==> config.mk <==
export PLATFORM = sky130hd
export DESIGN_NAME = fsmc_slot_ctrl
export DESIGN_NICKNAME = d
export VERILOG_FILES = /design/src/rtl/fsmc_slot_ctrl.sv
export SDC_FILE = /design/constraint.sdc
export NUM_CORES = 1
export LEC_CHECK = 0
export CORE_ASPECT_RATIO = 1.75
export CORE_MARGIN = 1.5
export CORE_UTILIZATION = 43
export DETAILED_ROUTE_END_ITERATION = 7
export HOLD_SLACK_MARGIN = 0.15
export PLACE_DENSITY = 0.86
export REMOVE_ABC_BUFFERS = 1
export SLEW_MARGIN = 15
export SYNTH_ARGS = -nofsm -noshare
export SYNTH_HDL_FRONTEND = slang
export SYNTH_SLANG_ARGS = --single-unit
==> constraint.sdc <==
create_clock -name clk -period 6 [get_ports clk]
set_clock_uncertainty 0.2 [all_clocks]
set_input_delay 1.5 -clock clk [delete_from_list [all_inputs] [get_ports clk]]
set_output_delay 1.5 -clock clk [all_outputs]
set_load 0.005 [all_outputs]
==> src/rtl/fsmc_slot_ctrl.sv <==
// -----------------------------------------------------------------------------
// fsmc_slot_ctrl
//
// Turns FSMC bus transactions, as decoded by the FSMC interface into a slot
// select plus a one-cycle read or write strobe, into a registered req/ack
// handshake toward one of SLOTS peripheral slots. Read data returned by the
// slot is captured and held so the interface can drive it onto AD during NOE.
// Timeout, overrun and decode errors are reported through sticky flags.
//
// Ports
//   clk         system clock, all logic on the rising edge
//   reset_n     asynchronous active-low reset
//   cs          one-hot slot select, sampled only on a strobe
//   wr_strobe   1-cycle pulse: write wr_data to slot cs
//   rd_strobe   1-cycle pulse: read from slot cs
//   wr_data     write data, sampled only on wr_strobe
//   rd_data     captured read data (all-ones after a failed read)
//   busy        a transaction is in flight
//   slot_req    one-hot request toward the selected slot
//   slot_we     1 = write, 0 = read; valid while slot_req != 0
//   slot_wdata  latched write data; valid while slot_req != 0
//   slot_ack    per-slot completion, single-cycle pulse or level
//   slot_rdata  per-slot read data, slot i at [i*DATA_W +: DATA_W]
//   err         sticky flags: [0] timeout, [1] overrun, [2] bad cs
//   err_clr     clears err; an error raised in the same cycle still sets
// -----------------------------------------------------------------------------
module fsmc_slot_ctrl #(
  parameter int DATA_W  = 16,
  parameter int SLOTS   = 4,
  parameter int TIMEOUT = 15
) (
  input  logic                      clk,
  input  logic                      reset_n,
  input  logic [SLOTS-1:0]          cs,
  input  logic                      wr_strobe,
  input  logic                      rd_strobe,
  input  logic [DATA_W-1:0]         wr_data,
  output logic [DATA_W-1:0]         rd_data,
  output logic                      busy,
  output logic [SLOTS-1:0]          slot_req,
  output logic                      slot_we,
  output logic [DATA_W-1:0]         slot_wdata,
  input  logic [SLOTS-1:0]          slot_ack,
  input  logic [SLOTS*DATA_W-1:0]   slot_rdata,
  output logic [2:0]                err,
  input  logic                      err_clr
);

  // The timer counts 0 .. TIMEOUT-1 while a request is outstanding, so it
  // never has to hold TIMEOUT itself.
  localparam int                 TIMER_W    = (TIMEOUT > 2) ? $clog2(TIMEOUT) : 1;
  localparam logic [TIMER_W-1:0] TIMER_LAST = TIMER_W'(TIMEOUT - 1);

  localparam int ERR_TIMEOUT = 0;
  localparam int ERR_OVERRUN = 1;
  localparam int ERR_BAD_CS  = 2;

  typedef enum logic [1:0] {
    IDLE    = 2'd0,
    WAIT_WR = 2'd1,
    WAIT_RD = 2'd2
  } state_t;

  state_t state_reg, state_next;

  logic [TIMER_W-1:0] timer_reg,      timer_next;
  logic [SLOTS-1:0]   slot_req_reg,   slot_req_next;
  logic               slot_we_reg,    slot_we_next;
  logic [DATA_W-1:0]  slot_wdata_reg, slot_wdata_next;
  logic [DATA_W-1:0]  rd_data_reg,    rd_data_next;
  logic               busy_reg,       busy_next;
  logic [2:0]         err_reg,        err_next;
  logic [2:0]         err_new;

  // ---------------------------------------------------------------------------
  // Decode helpers
  // ---------------------------------------------------------------------------
  logic cs_onehot;
  logic strobe_any;
  logic in_wait;
  logic ack_sel;
  logic timer_done;

  // Zero and multi-hot selects are both rejected as decode errors.
  assign cs_onehot  = (cs != '0) && ((cs & (cs - SLOTS'(1))) == '0);
  assign strobe_any = wr_strobe | rd_strobe;
  assign in_wait    = (state_reg == WAIT_WR) || (state_reg == WAIT_RD);

  // slot_req_reg is one-hot while waiting, so masking the acks with it keeps
  // only the selected slot's ack and ignores all others.
  assign ack_sel    = |(slot_ack & slot_req_reg);
  assign timer_done = (timer_reg == TIMER_LAST);

  // Read-data mux driven by the one-hot request: every slot's word is gated
  // by its request bit and the gated words are OR-ed together.
  logic [DATA_W-1:0] rdata_masked [SLOTS];
  logic [DATA_W-1:0] rdata_sel;

  genvar gi;
  generate
    for (gi = 0; gi < SLOTS; gi++) begin : g_rdata_mask
      assign rdata_masked[gi] = slot_req_reg[gi] ? slot_rdata[gi*DATA_W +: DATA_W]
                                                 : '0;
    end
  endgenerate

  always_comb begin
    rdata_sel = '0;
    for (int i = 0; i < SLOTS; i++) begin
      rdata_sel = rdata_sel | rdata_masked[i];
    end
  end

  // ---------------------------------------------------------------------------
  // State register (all outputs are registered alongside the state)
  // ---------------------------------------------------------------------------
  always_ff @(posedge clk or negedge reset_n) begin
    if (!reset_n) begin
      state_reg      <= IDLE;
      timer_reg      <= '0;
      slot_req_reg   <= '0;
      slot_we_reg    <= 1'b0;
      slot_wdata_reg <= '0;
      rd_data_reg    <= '0;
      busy_reg       <= 1'b0;
      err_reg        <= '0;
    end else begin
      state_reg      <= state_next;
      timer_reg      <= timer_next;
      slot_req_reg   <= slot_req_next;
      slot_we_reg    <= slot_we_next;
      slot_wdata_reg <= slot_wdata_next;
      rd_data_reg    <= rd_data_next;
      busy_reg       <= busy_next;
      err_reg        <= err_next;
    end
  end

  // ---------------------------------------------------------------------------
  // Next-state logic
  // ---------------------------------------------------------------------------
  always_comb begin
    state_next = state_reg;
    unique case (state_reg)
      IDLE: begin
        // A write takes priority over a simultaneous read.
        if (wr_strobe && cs_onehot) begin
          state_next = WAIT_WR;
        end else if (rd_strobe && !wr_strobe && cs_onehot) begin
          state_next = WAIT_RD;
        end
      end
      WAIT_WR,
      WAIT_RD: begin
        // An ack on the last allowed cycle still ends the wait as a success.
        if (ack_sel || timer_done) begin
          state_next = IDLE;
        end
      end
      default: state_next = IDLE;
    endcase
  end

  // ---------------------------------------------------------------------------
  // Output / datapath logic (next values of the registered outputs)
  // ---------------------------------------------------------------------------
  always_comb begin
    timer_next      = timer_reg;
    slot_req_next   = slot_req_reg;
    slot_we_next    = slot_we_reg;
    slot_wdata_next = slot_wdata_reg;
    rd_data_next    = rd_data_reg;
    err_new         = '0;

    unique case (state_reg)
      IDLE: begin
        timer_next = '0;
        if (wr_strobe) begin
          if (cs_onehot) begin
            slot_req_next   = cs;
            slot_we_next    = 1'b1;
            slot_wdata_next = wr_data;
          end else begin
            err_new[ERR_BAD_CS] = 1'b1;
          end
          // The read half of a simultaneous strobe pair is dropped.
          if (rd_strobe) begin
            err_new[ERR_OVERRUN] = 1'b1;
          end
        end else if (rd_strobe) begin
          if (cs_onehot) begin
            slot_req_next = cs;
            slot_we_next  = 1'b0;
          end else begin
            err_new[ERR_BAD_CS] = 1'b1;
            rd_data_next        = '1;
          end
        end
      end

      WAIT_WR,
      WAIT_RD: begin
        // The in-flight transaction is not disturbed by a new strobe.
        if (strobe_any) begin
          err_new[ERR_OVERRUN] = 1'b1;
        end
        if (ack_sel) begin
          slot_req_next = '0;
          slot_we_next  = 1'b0;
          if (state_reg == WAIT_RD) begin
            rd_data_next = rdata_sel;
          end
        end else if (timer_done) begin
          slot_req_next         = '0;
          slot_we_next          = 1'b0;
          err_new[ERR_TIMEOUT]  = 1'b1;
          if (state_reg == WAIT_RD) begin
            rd_data_next = '1;
          end
        end else begin
          timer_next = timer_reg + TIMER_W'(1);
        end
      end

      default: begin
        slot_req_next = '0;
        slot_we_next  = 1'b0;
      end
    endcase

    // Sticky flags; a fresh error beats a clear in the same cycle.
    err_next  = (err_clr ? 3'b000 : err_reg) | err_new;
    busy_next = (state_next != IDLE);
  end

  // ---------------------------------------------------------------------------
  // Port assignments
  // ---------------------------------------------------------------------------
  assign rd_data    = rd_data_reg;
  assign busy       = busy_reg;
  assign slot_req   = slot_req_reg;
  assign slot_we    = slot_we_reg;
  assign slot_wdata = slot_wdata_reg;
  assign err        = err_reg;

  // in_wait is kept for readability of the decode section only.
  logic unused_ok;
  assign unused_ok = in_wait;

endmodule

==> results.md <==
- The run finished with clean final reports.
- The row count is 36.
- The worst setup slack for register-to-register paths is around 3.1 ns.
- In this run the tightest slew margin relative to its limit is 0.234.
- Of the cells placed in the final design, the portion with a size suffix greater than 1 is 0.141.
- After global routing the overflow that remains totals 0.
- The hold path endpoint is timer_reg[3].
- The fraction of synthesized cell area taken by the top area cell type is 0.467.
- The number of global-route vias before repair was 2,312.
- The quantity of gates resized following cts is 0.
- The number of diodes is 0.
- For the pin with the worst max-slew slack, the measured transition is about 1.1 ns.
- The worst path buffer plus inverter count is 1.
- The detailed-route vias per instance is 5.33.
- VDD sags by at most 0.000239 V.
- The first global-routing pass estimated about 11,000 µm of wire.
- The number of port buffers is 133.
- The share of total power consumed by net switching is 0.333.
- The routability-driven placement congestion ratio is 0.836.
- The analysis attributes to cell leakage a power of around 1.6 nW.
- The effective utilization at floorplan is 0.447.
- The share of the cycle needed by the critical path after routing is 0.606.
- The number of maximum-capacitance constraint violations is 0.
- The number of clock buffers inserted by TritonCTS is 5.
- The source of the worst hold timing path is timer_reg[3].
- The largest delay contributor family on the critical path is simple AND/OR/NAND/NOR gates.
- For this design the ratio of total power to cell area is 410 nW/µm².
- The cell repeated most along the worst path is sky130_fd_sc_hd__nor2b_1.
- After floorplanning, the core was sized to cover 5630 µm².
- The share of total power dissipated in combinational logic is 0.475.
- The Yosys step of the flow raised 0 warnings.
- After synthesis the cells add up to 2520 µm².
- The type of the tightest min-delay check is flop to flop.
- The maximum clock frequency is 275 MHz.
- The largest net degree at the start of global routing is 48.
- After synthesis, the mean cell area works out to about 11 µm².
- The global routing usage summed across all routing layers is 0.224.
- The synthesized design contains 47 register bits.
- Measured on the finished design, the core utilization comes to 0.714.
- The placed wire-length estimate after detailed placement is roughly 5200 µm.
- The clock drives 47 sinks.
- The kind of critical path is primary input to flop.
- The kind of start point of the critical path is a primary input.
- STA puts the critical path data required time at 6.00 ns.
- For this design the total switching power over the nets is roughly 0.55 mW.
- The area enclosed by the die boundary is 6340 µm².
- For this run, the leading register cell type out of synthesis is sky130_fd_sc_hd__dfrtp_1.
- The clock tree synthesis step divided the H-tree into 2 levels.
- Across all hold checks on the routed design, the worst slack comes to about 0.30 ns.
- The most common cell in the synthesized netlist is sky130_fd_sc_hd__dfrtp_1.
- The number of library cell types mapped by synthesis is 37.
- Data on the critical path arrives at its endpoint at 3.63 ns.
- The final layout contains routed wiring with a total length of 6970 µm.
- The die boundary height is 104 µm.
- The clock transition at the register clock pins on the worst setup and hold paths after CTS is 0.09 ns.
- The synthesized design spends more area on one cell type than any other, namely sky130_fd_sc_hd__dfrtp_1.
- After synthesis, the cell types taking the most area are sky130_fd_sc_hd__dfrtp_1 (47%), sky130_fd_sc_hd__a22oi_1 (10%), sky130_fd_sc_hd__mux2_2 (9.8%).
- The largest single stage delay on the critical path is approximately 0.9 ns.
- Setup repair after global routing left no endpoint under its margin.
- The clock latency on the worst-skew pair is 0.31 ns.
- The total count of hold-check failures in the final report was 0.
- For this run, design rule violations remaining after detail routing come to 0.
- The highest fanout seen on the critical path is 16.
- Post-CTS timing repair inserted 0 buffers for setup.
- The number of buffers on the longest clock path is 2.
- The share of total power dissipated in the clock network is 0.168.
- The final period demand of the worst path is 3.63 ns.
- The relative area change from synthesis to final layout is 59.7%.
- The library cell contributing the largest single delay on the critical path is sky130_fd_sc_hd__nor2b_1.
- The count of flip-flops with a built-in enable after synthesis is 0.
- Cell internal power was estimated by the tool at 1.10 mW.
- The end of the worst register-to-register path is rd_data[10].
- The first detailed-routing pass ran for 4 iterations.
- The worst reg-to-reg path cell count is 5.
- 134 I/O pins were placed.
- The portion of the post-synthesis area used by sequential elements is 0.467.
- The number of antenna violations at the first check in global routing is 0.
- The total number of vias is ~2.3k.
- The worst setup path is captured at a flop.
- The number of nets at the end of the flow is 444.
- The die is 60.8 µm wide.
- The total count of max-transition violations in the final report is 0.
- In the synthesized netlist the async set-or-reset flop fraction comes to 1.00.
- Of the total power, registers draw 0.357.
- The number of setup violations in the final report is 0.
- In this run the remaining antenna-violating nets after routing total 0.
- The clock tree from TritonCTS is done.
- In this run, post-CTS hold repair placed 0 buffers.
- Sorting the synthesized cells by how often they occur yields sky130_fd_sc_hd__dfrtp_1 (47), sky130_fd_sc_hd__a22oi_1 (35), sky130_fd_sc_hd__mux2_2 (22).
- Adding up every negative setup slack in the final design gives 0 ns.
- After the first detailed-routing iteration, the DRC count stood at 122.
- In the synthesized netlist, the number of instances is 220.
- The root buffer cell is sky130_fd_sc_hd__clkbuf_8.
- The signal on the critical path passes through clkdlybuf4s50_1, a22oi_1, nor2b_1, nor2b_1, nand3_1, mux2_4.
- The startpoint identified for the worst register-to-register timing path is slot_req[2].
- In the final routed layout, each cell accounts on average for 16.5 µm.
- The hold path depth is 1.
cells by family (layout without fill, tap and decap cells):
group	count (synthesis)	after routing	share of synthesized area
DFF	47	47	0.467
xor gates and xnor gates	1	1	0.00348
adders and majority gates	5	5	0.0249
and+or+nand+nor	45	45	0.0974
buffers and inverters	27	154	0.0492
muxes	38	38	0.182
AOI/OAI and AO/OA	57	57	0.176
layout make-up:
cell class,count,area (µm²)
sequential,47,1180
timing repair buffer,135,1350
tap,76,95.1
multi-input combinational,146,1220
fill,429,1610
clock inverter,3,67.6
inverter,11,41.3
clock buffer,5,68.8
metrics by stage:
stage	instances	setup WS (ns)	area, µm²	power (mW)
2_1_floorplan	204	2.33	2430	0.957
3_3_place_gp	414	2.08	3860	1.36
3_5_place_dp	414	2.03	3860	1.38
4_1_cts	422	2.37	4000	1.67
5_1_grt	423	2.20	4020	1.75
6_report	423	2.37	4020	1.65
worst max-delay path by stage:
stage	slack [ns]	cells past startpoint	to	startpoint
2_1_floorplan	2.33	5	rd_data[0]	cs[0]
3_3_place_gp	2.08	6	rd_data[10]	slot_ack[2]
3_5_place_dp	2.03	4	slot_wdata[10]	cs[1]
4_1_cts	2.37	4	slot_wdata[8]	cs[1]
5_1_grt	2.20	6	rd_data[12]	slot_ack[3]
6_report	2.37	6	rd_data[10]	slot_ack[2]
power groups by stage:
stage | Combinational, mW | Clock, mW | Sequential, mW
global placement | 0.770 | 0 | 0.594
floorplan | 0.390 | 0 | 0.567
detailed placement | 0.787 | 0 | 0.594
global route | 0.855 | 0.292 | 0.608
finish | 0.783 | 0.277 | 0.589
CTS | 0.791 | 0.286 | 0.591
layout by cell type, fill, tap and decap left out, types with 2 or more instances in the layout:
cell type	count
sky130_fd_sc_hd__clkdlybuf4s50_1	132
sky130_fd_sc_hd__dfrtp_1	47
sky130_fd_sc_hd__a22oi_1	35
sky130_fd_sc_hd__mux2_2	22
sky130_fd_sc_hd__nand3_1	20
sky130_fd_sc_hd__inv_1	11
sky130_fd_sc_hd__mux2_4	10
sky130_fd_sc_hd__nand2_1	7
sky130_fd_sc_hd__o21ai_0	6
sky130_fd_sc_hd__mux2i_1	6
sky130_fd_sc_hd__nor2_1	5
sky130_fd_sc_hd__ha_1	5
sky130_fd_sc_hd__clkbuf_8	5
sky130_fd_sc_hd__a21oi_1	4
sky130_fd_sc_hd__o22ai_1	3
sky130_fd_sc_hd__nor2b_1	3
sky130_fd_sc_hd__nand2b_1	2
sky130_fd_sc_hd__bufinv_16	2
metal layers:
metal  GRT usage  part of all wire  vias to the layer above  wire length (µm)
met3      0.0547             0.074                       14               518
met4      0.0885             0.024                        0               170
met1       0.258              0.39                     1058              2710
met5           0                 0                        -                 0
met2       0.382              0.51                      111              3580
li1            -                 -                     1071                 -
worst register-to-register path, delay by kind of cell (launching register included):
kind             cells  cell delay, ns
multiplexers         1            0.32
flip-flops           1            0.81
AO/OA/AOI/OAI        1            0.21
AND/OR/NAND/NOR      3            1.27
Power figures use the tool's default switching activity.
